===== config.mk =====
export PLATFORM = sky130hd
export DESIGN_NAME = ao_dot_acc
export DESIGN_NICKNAME = d
export VERILOG_FILES = /design/src/rtl/ao_dot_acc.sv
export SDC_FILE = /design/constraint.sdc
export NUM_CORES = 1
export LEC_CHECK = 0
export ABC_AREA = 0
export ABC_CLOCK_PERIOD_IN_PS = 3150
export CORE_ASPECT_RATIO = 0.9
export CORE_MARGIN = 5
export CORE_UTILIZATION = 35
export CTS_CLUSTER_DIAMETER = 40
export DETAILED_ROUTE_END_ITERATION = 8
export GPL_TIMING_DRIVEN = 0
export PLACE_DENSITY = 0.54
export SLEW_MARGIN = 10
export SYNTH_ARGS = -nofsm -noshare
export SYNTH_HDL_FRONTEND = slang
export SYNTH_SLANG_ARGS = --single-unit

===== constraint.sdc =====
create_clock -name clk -period 3.15 [get_ports clk]
set_input_delay 0.4725 -clock clk [delete_from_list [all_inputs] [get_ports clk]]
set_output_delay 0.4725 -clock clk [all_outputs]
set_load 0.01 [all_outputs]

===== src/rtl/ao_dot_acc.sv =====
// Streaming signed dot-product accumulator with sticky overflow.
// Beats in over valid/ready, one result out per dot product.
module ao_dot_acc #(
    parameter int ACC_W = 40,
    parameter int CNT_W = 8
) (
    input  logic             clk,
    input  logic             rst,
    input  logic             p_valid,
    input  logic [31:0]      p_data,
    input  logic             p_last,
    output logic             p_ready,
    output logic             res_valid,
    output logic [ACC_W-1:0] res_data,
    output logic [CNT_W-1:0] res_cnt,
    output logic             res_ovf,
    input  logic             res_ready
);

    typedef enum logic [1:0] {
        IDLE,
        ACC,
        OUT
    } state_t;

    localparam logic [CNT_W-1:0] CNT_ONE = CNT_W'(1);
    localparam logic [CNT_W-1:0] CNT_MAX = '1;

    state_t           state;
    logic [ACC_W-1:0] acc;
    logic [CNT_W-1:0] cnt;
    logic             ovf;

    logic [ACC_W-1:0] p_ext;
    logic [ACC_W-1:0] sum;
    logic [CNT_W-1:0] cnt_inc;
    logic             add_ovf;
    logic             take;

    assign p_ext   = {{(ACC_W-32){p_data[31]}}, p_data};
    assign sum     = acc + p_ext;
    assign add_ovf = (acc[ACC_W-1] == p_ext[ACC_W-1]) &&
                     (sum[ACC_W-1] != acc[ACC_W-1]);
    assign cnt_inc = (cnt == CNT_MAX) ? cnt : cnt + CNT_ONE;
    assign take    = p_valid && p_ready;

    // FSM with registered handshake outputs; p_ready stays low through reset
    // and rises on the first edge after release because IDLE re-arms it.
    always_ff @(posedge clk or posedge rst) begin
        if (rst) begin
            state     <= IDLE;
            acc       <= '0;
            cnt       <= '0;
            ovf       <= 1'b0;
            res_data  <= '0;
            res_cnt   <= '0;
            res_ovf   <= 1'b0;
            res_valid <= 1'b0;
            p_ready   <= 1'b0;
        end else begin
            unique case (state)
                IDLE: begin
                    p_ready <= 1'b1;
                    if (take) begin
                        if (p_last) begin
                            res_data  <= p_ext;
                            res_cnt   <= CNT_ONE;
                            res_ovf   <= 1'b0;
                            res_valid <= 1'b1;
                            p_ready   <= 1'b0;
                            state     <= OUT;
                        end else begin
                            acc   <= p_ext;
                            cnt   <= CNT_ONE;
                            ovf   <= 1'b0;
                            state <= ACC;
                        end
                    end
                end
                ACC: begin
                    if (take) begin
                        if (p_last) begin
                            res_data  <= sum;
                            res_cnt   <= cnt_inc;
                            res_ovf   <= ovf | add_ovf;
                            res_valid <= 1'b1;
                            p_ready   <= 1'b0;
                            state     <= OUT;
                        end else begin
                            acc <= sum;
                            cnt <= cnt_inc;
                            ovf <= ovf | add_ovf;
                        end
                    end
                end
                OUT: begin
                    if (res_ready) begin
                        acc       <= '0;
                        cnt       <= '0;
                        ovf       <= 1'b0;
                        res_valid <= 1'b0;
                        p_ready   <= 1'b1;
                        state     <= IDLE;
                    end
                end
                default: begin
                    state     <= IDLE;
                    res_valid <= 1'b0;
                    p_ready   <= 1'b0;
                end
            endcase
        end
    end

endmodule


==> results.yml <==
synth:
  synth.top_cell.area_share: 0.362
  async_flop_share: 1.00
  synth_edf_count: 0
  syn_nets: 904
  netlist_area_mm2: 0.00705
  syn-instance-count: 823
  synthTopCellsByArea: "dfrtp_1, ha_1, a21oi_1, o21ai_0, nand2_1"
  synth_area_leader_cell: "dfrtp_1"
  ys_warn_count: 0
  ys_types: 77
  yosysSeqAreaShare: 0.362
  syn_area_per_cell_um2: 8.57
  ys_seq_elements: 102
  synthFlopType: "dfrtp_1"
floorplanning:
  rows: 49
  die-area_mm2: 0.0231
  pin_count: 88
  die_w_um: 160
  coreArea_mm2: 0.0199
  initial_core_util: 0.354
  die_h_um: 145
clocking:
  clk_pin_slew_ps: 80
  clock-sinks: 102
  htree_levels: 3
  clk-insertion-delay-late_ps: 370
  cts.path.max_buffers: 2
  numCtsBuffers: 9
  cts_tree: "done"
  ctsRootBufferMaster: "clkbuf_16"
  ctsHoldBuffers: 0
placement:
  gp_congestion: 0.887
  placed_cells_incl_taps: 1166
  hpwlAfterDp_mm: 17.2
  port_buffers: 87
sta:
  skew_ps: 12.3
  finalCriticalPeriod_ps: 3100
  min_period_over_period: 0.984
  rsz0062_at_grt: "true"
  hold_violations: 0
  slew_viol_final: 0
  tightest_slew_ps: 926
  finalSetupTns_ps: 0
  timing.slew.headroom: 0.383
  setup_viol: 0
  max_freq_ghz: 0.322
routing:
  via_per_inst: 5.60
  ant_nets: 0
  wl_met2_mm: 10.6
  wl_met3_mm: 1.26
  vias: 6640
  dr.pass1.iters: 5
  drc: 0
  wl_per_cell_um: 20.2
  top_layer: "met4"
  totalWireLength_mm: 24.0
  drt_iter0_markers: 445
  wl_met1_mm: 11.7
cells_and_area:
  area_growth_syn_to_layout_pct: 23.6
  drive_above_1_share: 0.0849
  antennaDiodeCount: 0
  final_nets: 1007
  seqCellArea_mm2: 0.00255
  multi_input_area_mm2: 0.00433
  layoutNonFillerInstCount: 1186
  nFillCells: 2006
grt:
  grt_antenna_before_repair: 0
  grt_pass1_wl_mm: 37.4
  grt-ovfl-total: 0
  grt_usage: 0.207
  grt_max_degree: 71
  grt_pass1_vias: 6429
critical_path:
  rr_worst_depth: 9
  crit_type: "in2reg"
  critPathRequiredTime_ps: 3450
  path_max_fanout: 4
  start_kind: "input port"
  cp.arrival_ps: 3400
  endpoint_kind: "register"
pwr:
  ir_worst_vdd_mv: 0.431
  p_leak_nw: 3.79
  p_per_area_mw_per_mm2: 1080
  p_total_mw: 9.39
outcome:
  status: "completed"
min_path:
  hold_path_class: "in2async"
flow_run:
  maxCapViolations: 0
==> sequential cells by signal (all words and copies together), names as in the netlist <==
| signal | flops |
|---|---|
| res_cnt | 8 |
| state | 2 |
| res_ovf | 1 |
| acc | 40 |
| cnt | 8 |
| res_data | 40 |
| p_ready | 1 |
| res_valid | 1 |
| ovf | 1 |
==> per-stage QoR <==
| step | worst slack [ps] | util | cell area, um2 | hold WS [ps] |
|---|---|---|---|---|
| CTS | -21.0 | 0.433 | 8640 | 464 |
| finish | 49.2 | 0.437 | 8710 | 456 |
| global route | -94.5 | 0.437 | 8710 | 474 |
| global placement | -1870 | 0.414 | 8240 | 467 |
| floorplan | 2.02 | - | 7050 | 454 |
| detailed placement | -618 | 0.415 | 8270 | 474 |
==> layer usage <==
layer / GRT usage / up-vias
li1: - / 3199
met3: 0.0376 / 30
met4: 0.0562 / 0
met5: 0 / -
met2: 0.326 / 197
met1: 0.295 / 3214
==> where the power goes <==
group,internal (mW),leakage (nW),switching [mW]
registers,1.86,1.29,0.333
logic,2.37,2.35,3.68
clock network,0.574,0.146,0.578
==> layout make-up <==
type / instances / share of cell area
Timing Repair Buffer: 92 / 0.107
Tap cell: 255 / 0.0366
Sequential cell: 102 / 0.293
Multi-Input combinational cell: 658 / 0.497
Buffer: 47 / 0.0257
Clock inverter: 6 / 0.00589
Inverter: 16 / 0.00747
Clock buffer: 10 / 0.0274
==> cell usage after synthesis, types with 5 or more instances <==
| library cell | instances |
|---|---|
| o21ai_0 | 93 |
| xor2_1 | 14 |
| xnor2_1 | 15 |
| nor2b_1 | 9 |
| nor2_1 | 50 |
| nand3_1 | 18 |
| or3_1 | 6 |
| nor3_1 | 10 |
| dfrtp_1 | 102 |
| o211ai_1 | 6 |
| mux2i_1 | 30 |
| inv_1 | 15 |
| o31ai_1 | 6 |
| a21oi_1 | 96 |
| o21a_1 | 7 |
| o21bai_1 | 8 |
| clkbuf_1 | 31 |
| nand4_1 | 6 |
| a21o_1 | 16 |
| a211o_1 | 5 |
| a31oi_1 | 12 |
| nand2b_1 | 7 |
| and2_1 | 5 |
| buf_2 | 5 |
| ha_1 | 43 |
| nand2_1 | 109 |
| and3_1 | 23 |
==> path summary, 6_finish.rpt <==
kind	start	endpoint	slack, ps
max	p_data[12]	acc[33]$_DFFE_PP0P_	50
min	rst	res_data[4]$_DFFE_PP0P_	460
max reg2reg	state[0]$_DFFE_PP0P_	cnt[7]$_DFFE_PP0P_	130
min reg2reg	acc[17]$_DFFE_PP0P_	acc[17]$_DFFE_PP0P_	490
max in group asynchronous	rst	acc[20]$_DFFE_PP0P_	2000
min in group clk	acc[17]$_DFFE_PP0P_	acc[17]$_DFFE_PP0P_	490
==> what timing repair did <==
item	in CTS	in global routing
setup buffers	3	1
pin swaps	7	5
resized for setup	11	22
setup endpoints to repair	23	36
==> cells by family (layout without fill, tap and decap cells) <==
logic type | after synthesis | after routing | share of synthesized area
fa+ha+maj | 44 | 44 | 0.0792
buf+inv | 63 | 171 | 0.0401
mux | 32 | 32 | 0.0463
compound gates | 293 | 293 | 0.261
xor+xnor | 29 | 29 | 0.0360
simple gates | 260 | 260 | 0.175
flops | 102 | 102 | 0.362
==> layout by cell type, fill, tap and decap left out, drive strengths merged, types with 3 or more instances in the layout <==
cell,netlist,final
clkbuf,31,42
a21o,16,16
o21bai,9,9
a21oi,97,97
nand2,109,109
clkdlybuf4s50,0,82
xor2,14,14
and2,5,5
a31oi,13,13
nand3,18,18
o21ai,95,95
nand2b,7,7
o22ai,4,4
a211oi,7,7
a211o,6,6
or3,6,6
o31ai,9,9
inv,16,20
o211ai,6,6
dfrtp,102,102
nor3,12,12
xnor2,15,15
dlymetal6s2s,0,4
or2,3,3
mux2i,30,30
buf,15,20
and3,23,23
nor2,51,51
ha,43,43
nor2b,10,10
a221oi,3,3
o21a,7,7
nand4,7,7
==> critical path: stages <==
cell and delay (ps):
clkdlybuf4s50_1 460, ha_1 380, o21a_1 170, o211ai_1 150, a211o_1 360, a21oi_2 300
a31oi_2 210, o21bai_2 240, a31oi_2 150, or4_1 420, nand3_1 80
Power figures use the tool's default switching activity.
